### src/rtl/cache_ctrl.sv
// Direct-mapped, write-through, no-write-allocate cache controller
// with registered CPU/memory handshakes and saturating hit/miss counters.
module cache_ctrl #(
  parameter int NUM_LINES = 4,
  parameter int CNT_W     = 8
) (
  input  logic             clock,
  input  logic             reset_n,
  input  logic             cpu_read,
  input  logic             cpu_write,
  input  logic [7:0]       cpu_addr,
  input  logic [31:0]      cpu_wdata,
  output logic             cpu_ready,
  output logic [31:0]      cpu_rdata,
  output logic             cpu_hit,
  output logic             busy,
  output logic             mem_req,
  output logic             mem_we,
  output logic [7:0]       mem_addr,
  output logic [31:0]      mem_wdata,
  input  logic             mem_ack,
  input  logic [31:0]      mem_rdata,
  output logic [CNT_W-1:0] hit_count,
  output logic [CNT_W-1:0] miss_count
);

  localparam int IW = (NUM_LINES > 1) ? $clog2(NUM_LINES) : 1;

  typedef enum logic [2:0] {
    IDLE, LOOKUP, FILL, WRITE, RESP
  } state_t;

  state_t state, state_nx;

  logic [NUM_LINES-1:0] valid;
  logic [7:0]           tag  [NUM_LINES];
  logic [31:0]          data [NUM_LINES];

  logic          op_rd;
  logic          hit_q;
  logic [7:0]    addr_q;
  logic [31:0]   wdata_q;
  logic [IW-1:0] idx;
  logic          hit;
  logic          req;

  assign req = cpu_read | cpu_write;
  assign idx = addr_q[IW-1:0];
  assign hit = valid[idx] && (tag[idx] == addr_q);

  function automatic logic [CNT_W-1:0] sat_inc(
    input logic [CNT_W-1:0] v
  );
    return (v == '1) ? v : v + CNT_W'(1);
  endfunction

  always_comb begin
    state_nx = state;
    unique case (state)
      IDLE:   if (req) state_nx = LOOKUP;
      LOOKUP: begin
        if (!op_rd)   state_nx = WRITE;
        else if (hit) state_nx = RESP;
        else          state_nx = FILL;
      end
      FILL:   if (mem_ack) state_nx = RESP;
      WRITE:  if (mem_ack) state_nx = RESP;
      RESP:   state_nx = IDLE;
      default: state_nx = IDLE;
    endcase
  end

  always_ff @(posedge clock or negedge reset_n) begin
    if (!reset_n) begin
      state      <= IDLE;
      valid      <= '0;
      op_rd      <= 1'b0;
      hit_q      <= 1'b0;
      addr_q     <= '0;
      wdata_q    <= '0;
      cpu_ready  <= 1'b0;
      cpu_rdata  <= '0;
      cpu_hit    <= 1'b0;
      busy       <= 1'b0;
      mem_req    <= 1'b0;
      mem_we     <= 1'b0;
      mem_addr   <= '0;
      mem_wdata  <= '0;
      hit_count  <= '0;
      miss_count <= '0;
    end else begin
      state     <= state_nx;
      cpu_ready <= 1'b0;
      unique case (state)
        IDLE: begin
          if (req) begin
            op_rd   <= cpu_read;
            addr_q  <= cpu_addr;
            wdata_q <= cpu_wdata;
            busy    <= 1'b1;
          end
        end
        LOOKUP: begin
          hit_q <= hit;
          if (op_rd && hit) begin
            cpu_ready <= 1'b1;
            cpu_rdata <= data[idx];
            cpu_hit   <= 1'b1;
            hit_count <= sat_inc(hit_count);
          end else begin
            mem_req   <= 1'b1;
            mem_we    <= !op_rd;
            mem_addr  <= addr_q;
            mem_wdata <= op_rd ? mem_wdata : wdata_q;
          end
        end
        FILL: begin
          if (mem_ack) begin
            valid[idx] <= 1'b1;
            mem_req    <= 1'b0;
            cpu_ready  <= 1'b1;
            cpu_rdata  <= mem_rdata;
            cpu_hit    <= 1'b0;
            miss_count <= sat_inc(miss_count);
          end
        end
        WRITE: begin
          if (mem_ack) begin
            mem_req   <= 1'b0;
            mem_we    <= 1'b0;
            cpu_ready <= 1'b1;
            cpu_hit   <= hit_q;
            if (hit_q) hit_count  <= sat_inc(hit_count);
            else       miss_count <= sat_inc(miss_count);
          end
        end
        RESP: busy <= 1'b0;
        default: ;
      endcase
    end
  end

  // Line storage needs no reset: valid bits gate every use.
  always_ff @(posedge clock) begin
    if (state == FILL && mem_ack) begin
      tag[idx]  <= addr_q;
      data[idx] <= mem_rdata;
    end else if (state == LOOKUP && !op_rd && hit) begin
      data[idx] <= wdata_q;
    end
  end

endmodule

### config.mk
export PLATFORM = sky130hd
export DESIGN_NAME = cache_ctrl
export DESIGN_NICKNAME = d
export VERILOG_FILES = /design/src/rtl/cache_ctrl.sv
export SDC_FILE = /design/constraint.sdc
export NUM_CORES = 1
export LEC_CHECK = 0
export CAP_MARGIN = 25
export CELL_PAD_IN_SITES_DETAIL_PLACEMENT = 0
export CELL_PAD_IN_SITES_GLOBAL_PLACEMENT = 1
export CORE_MARGIN = 1.5
export CORE_UTILIZATION = 42
export CTS_CLUSTER_SIZE = 30
export DETAILED_ROUTE_END_ITERATION = 8
export GPL_TIMING_DRIVEN = 0
export PLACE_DENSITY_LB_ADDON = 0.3
export RECOVER_POWER = 25
export SETUP_SLACK_MARGIN = 0.1
export SYNTH_ARGS = -nofsm -noshare
export SYNTH_HDL_FRONTEND = slang
export SYNTH_SLANG_ARGS = --single-unit
### constraint.sdc
create_clock -name clock -period 3.6 [get_ports clock]
set_input_delay 0.9 -clock clock [delete_from_list [all_inputs] [get_ports clock]]
set_output_delay 0.9 -clock clock [all_outputs]
set_load 0.05 [all_outputs]
==> run summary <==
DR DRC count: 0
final WL: 26.26 mm
largest stage delay on the critical path: 500 ps
die height: 174.8 µm
CTS clk-pin slew, worst paths: 60 ps
worst path cell trace: buf_2, or3b_2, nor2_2, inv_1, nor4_4, buf_6, nor2_1, nor3_4, buf_16
CTS Root Cell: clkbuf_16
vias in the first global route: 7156
Detailed Route Iter0 Violations: 387
htree depth: 1
die area: 30550 µm²
fmax: 300.4 MHz
CP Capture Type: flip-flop
Max transition margin: -11.57%
Worst Setup Slack post-DPL: -471.9 ps
crit path buf inv count: 4
met3 Usage GRT: 4.134%
share of post-route cells with drive strength above 1: 30.35%
M1 GR Usage: 23.70%
Initial DRT Pass Iterations: 4
GRT overflow: 0
status: complete, but fails checks
# IOs: 170
global routing's busiest layer: met2
Pins Over Slew Limit: 67
post-synth cell types: 49
crit path DAT: 3560 ps
Yosys reg bits: 302
wire per inst: 20.20 µm
Global Route Usage Sum: 17.67%
antenna violations before repair: 2
clk sinks: 302
largest net degree at the start of global routing: 78
worst setup margin: 271.5 ps
count of warnings emitted by yosys: 0
Final Setup Violations: 0
MaxCap Viol Count: 1
vias per cell: 5.091
worst-case clock buffer depth: 3
Avg Cell Area, Syn: 18.34 µm²
final hold vios: 0
Cell Area, Synth: 12400 µm²
worst hold path class: flip-flop to flip-flop
first-pass GRT wire length: 41.83 mm
mux cell area share after synthesis: 24.44%
Synth Area in Compound Gates: 1.252%
Layout Nets: 971
Post-synth top flop: edfxtp_1
EDFF count, synth: 160
synthesized-area fraction occupied by xor and xnor cells: 1.403%
CTS Buf Count: 31
post-synthesis adder-cell area fraction: 0.2019%
Syn Nets: 755
Final Cell Area: 15800 µm²
Slowest-stage cell, CP: or3b_2
post-synthesis async set-or-reset flop share: 47.02%
Tmin final: 3328 ps
fin crit share: 92.46%
Setup Skew: 9.747 ps
worst skew pair latency: 540 ps
RSZ-0062 raised after global routing: false
failing checks: max-capacitance violations, max-slew violations
core box area: 28860 µm²
area grow syn2layout: 27.47%
register area share after synthesis: 67.43%
largest family of logic cells by synthesized area: multiplexers
power density over the cells: 926.3 nW/µm²
Synth Area in Simple Gates: 3.654%
Worst Path Class, Setup: flip-flop to flip-flop
Diodes inserted: 0
HPWL after detailed placement: 17.57 mm
worst slew pin tran: 1674 ps
commonest non-fill, non-tap cells in the layout: clkdlybuf4s50_1, edfxtp_1, dfrtp_1
Vias: 6618
Crit Path Max Fanout: 16
Die W: 174.8 µm
post-route ant nets: 0
Critical Path Start Type: flip-flop
CTS tree: done
CP required: 3840 ps
most common cell after layout, fill and taps aside: clkdlybuf4s50_1
dpl cell area: 14750 µm²
worst vdd ir: 0.6834 mV
Lkg Pwr: 5.953 nW
GP Congestion: 0.7319
Cells after Synth: 676
Cell Rows: 62
Initial Utilization: 42.95%
GR Util met2: 29.71%
CP delay by family, top: simple AND/OR/NAND/NOR gates
I/O Buffers: 169
==> area by class of cell <==
class                           instances  area [µm²]
Inverter                                7       26.28
Fill cell                            2342       13060
Tap cell                              384       480.5
Clock inverter                         12       132.6
Buffer                                 30       177.7
Clock buffer                           45       858.3
Multi-Input combinational cell        337        3880
Timing Repair Buffer                  183        1887
Sequential cell                       302        8358
==> cell usage after synthesis (2+ instances only) <==
library cell	n	area (µm²)
buf_1	2	7.510
and4bb_2	2	25.02
edfxtp_1	160	4805
buf_6	7	78.83
a21oi_1	3	15.01
or2_2	4	25.02
nor3_1	4	20.02
a21boi_0	3	22.52
xnor2_1	11	96.34
clkbuf_1	15	56.30
mux4_2	37	833.3
nand2_1	22	82.58
nand3_1	3	15.01
mux2_1	29	326.6
o21ai_0	3	15.01
xor2_1	7	61.31
mux4_1	3	78.83
nand2b_1	5	31.28
inv_1	7	26.28
mux2_2	119	1340
nor2b_1	3	18.77
and3_1	3	18.77
dfrtp_1	142	3553
and2_1	2	12.51
nand4_1	6	37.54
nor2_1	16	60.06
nand3b_1	2	15.01
ha_1	2	25.02
mux2_4	30	450.4
buf_2	5	25.02
==> cell families after synthesis <==
kind of cell	count (synthesis)
DFF	302
buffers and inverters	37
xor gates and xnor gates	19
and+or+nand+nor	80
adders and majority gates	2
muxes	218
AOI/OAI and AO/OA	18
==> metal layers <==
metal  vias up  part of all wire (%)  wire length, µm
met3        34                   5.8             1530
met2       149                    49            12900
li1       3010                     -                -
met5         -                  0.10               27
met4         4                   1.2              312
met1      3421                    44            11490
==> power breakdown <==
part	internal [W]	leakage, nW	switching, W
Clock	0.00186	0.481	0.00126
Combinational	0.00275	2.33	0.00351
Sequential	0.00463	3.14	0.000629
==> flip-flops by register name (all words and copies together) (netlist names), 4 cells and up <==
register    cells
addr_q          8
cpu_rdata      32
data          128
hit_count       8
mem_addr        8
mem_wdata      32
miss_count      8
tag            32
valid           4
wdata_q        32
==> final timing paths <==
check	cells after the start	from	slack, ps	end
worst min register to register	1	valid[2]$_DFFE_PN0P_	460	valid[2]$_DFFE_PN0P_
min in group asynchronous	1	reset_n	780	mem_addr[3]$_DFFE_PN0P_
worst max-delay path	9	state[1]$_DFFE_PN0P_	270	data[0][12]$_DFFE_PP_
max in group asynchronous	2	reset_n	790	valid[2]$_DFFE_PN0P_
worst min-delay path	1	valid[2]$_DFFE_PN0P_	460	valid[2]$_DFFE_PN0P_
worst max register to register	9	state[1]$_DFFE_PN0P_	270	data[0][12]$_DFFE_PP_
==> metrics by stage <==
step / power, W / util, % / cells / hold WS, ps / setup TNS, ps
floorplan: 0.009598 / - / 676 / 433.7 / -38390
global placement: 0.01153 / 50.48 / 1229 / 443.5 / -952140
detailed placement: 0.01162 / 51.12 / 1236 / 449.9 / -31260
CTS: 0.01481 / 54.69 / 1296 / 359.9 / 0
global route: 0.01538 / 54.75 / 1300 / 478.0 / 0
finish: 0.01464 / 54.75 / 1300 / 462.5 / 0
==> timing repair <==
item                                   CTS  global route
pin swaps                                2             2
hold buffers                             0             0
setup endpoints to repair              128            98
gates resized for setup                  1             5
buffers inserted                         3             4
endpoints found under the hold margin    0             0
Note: power is estimated with default switching activity, not from simulation.
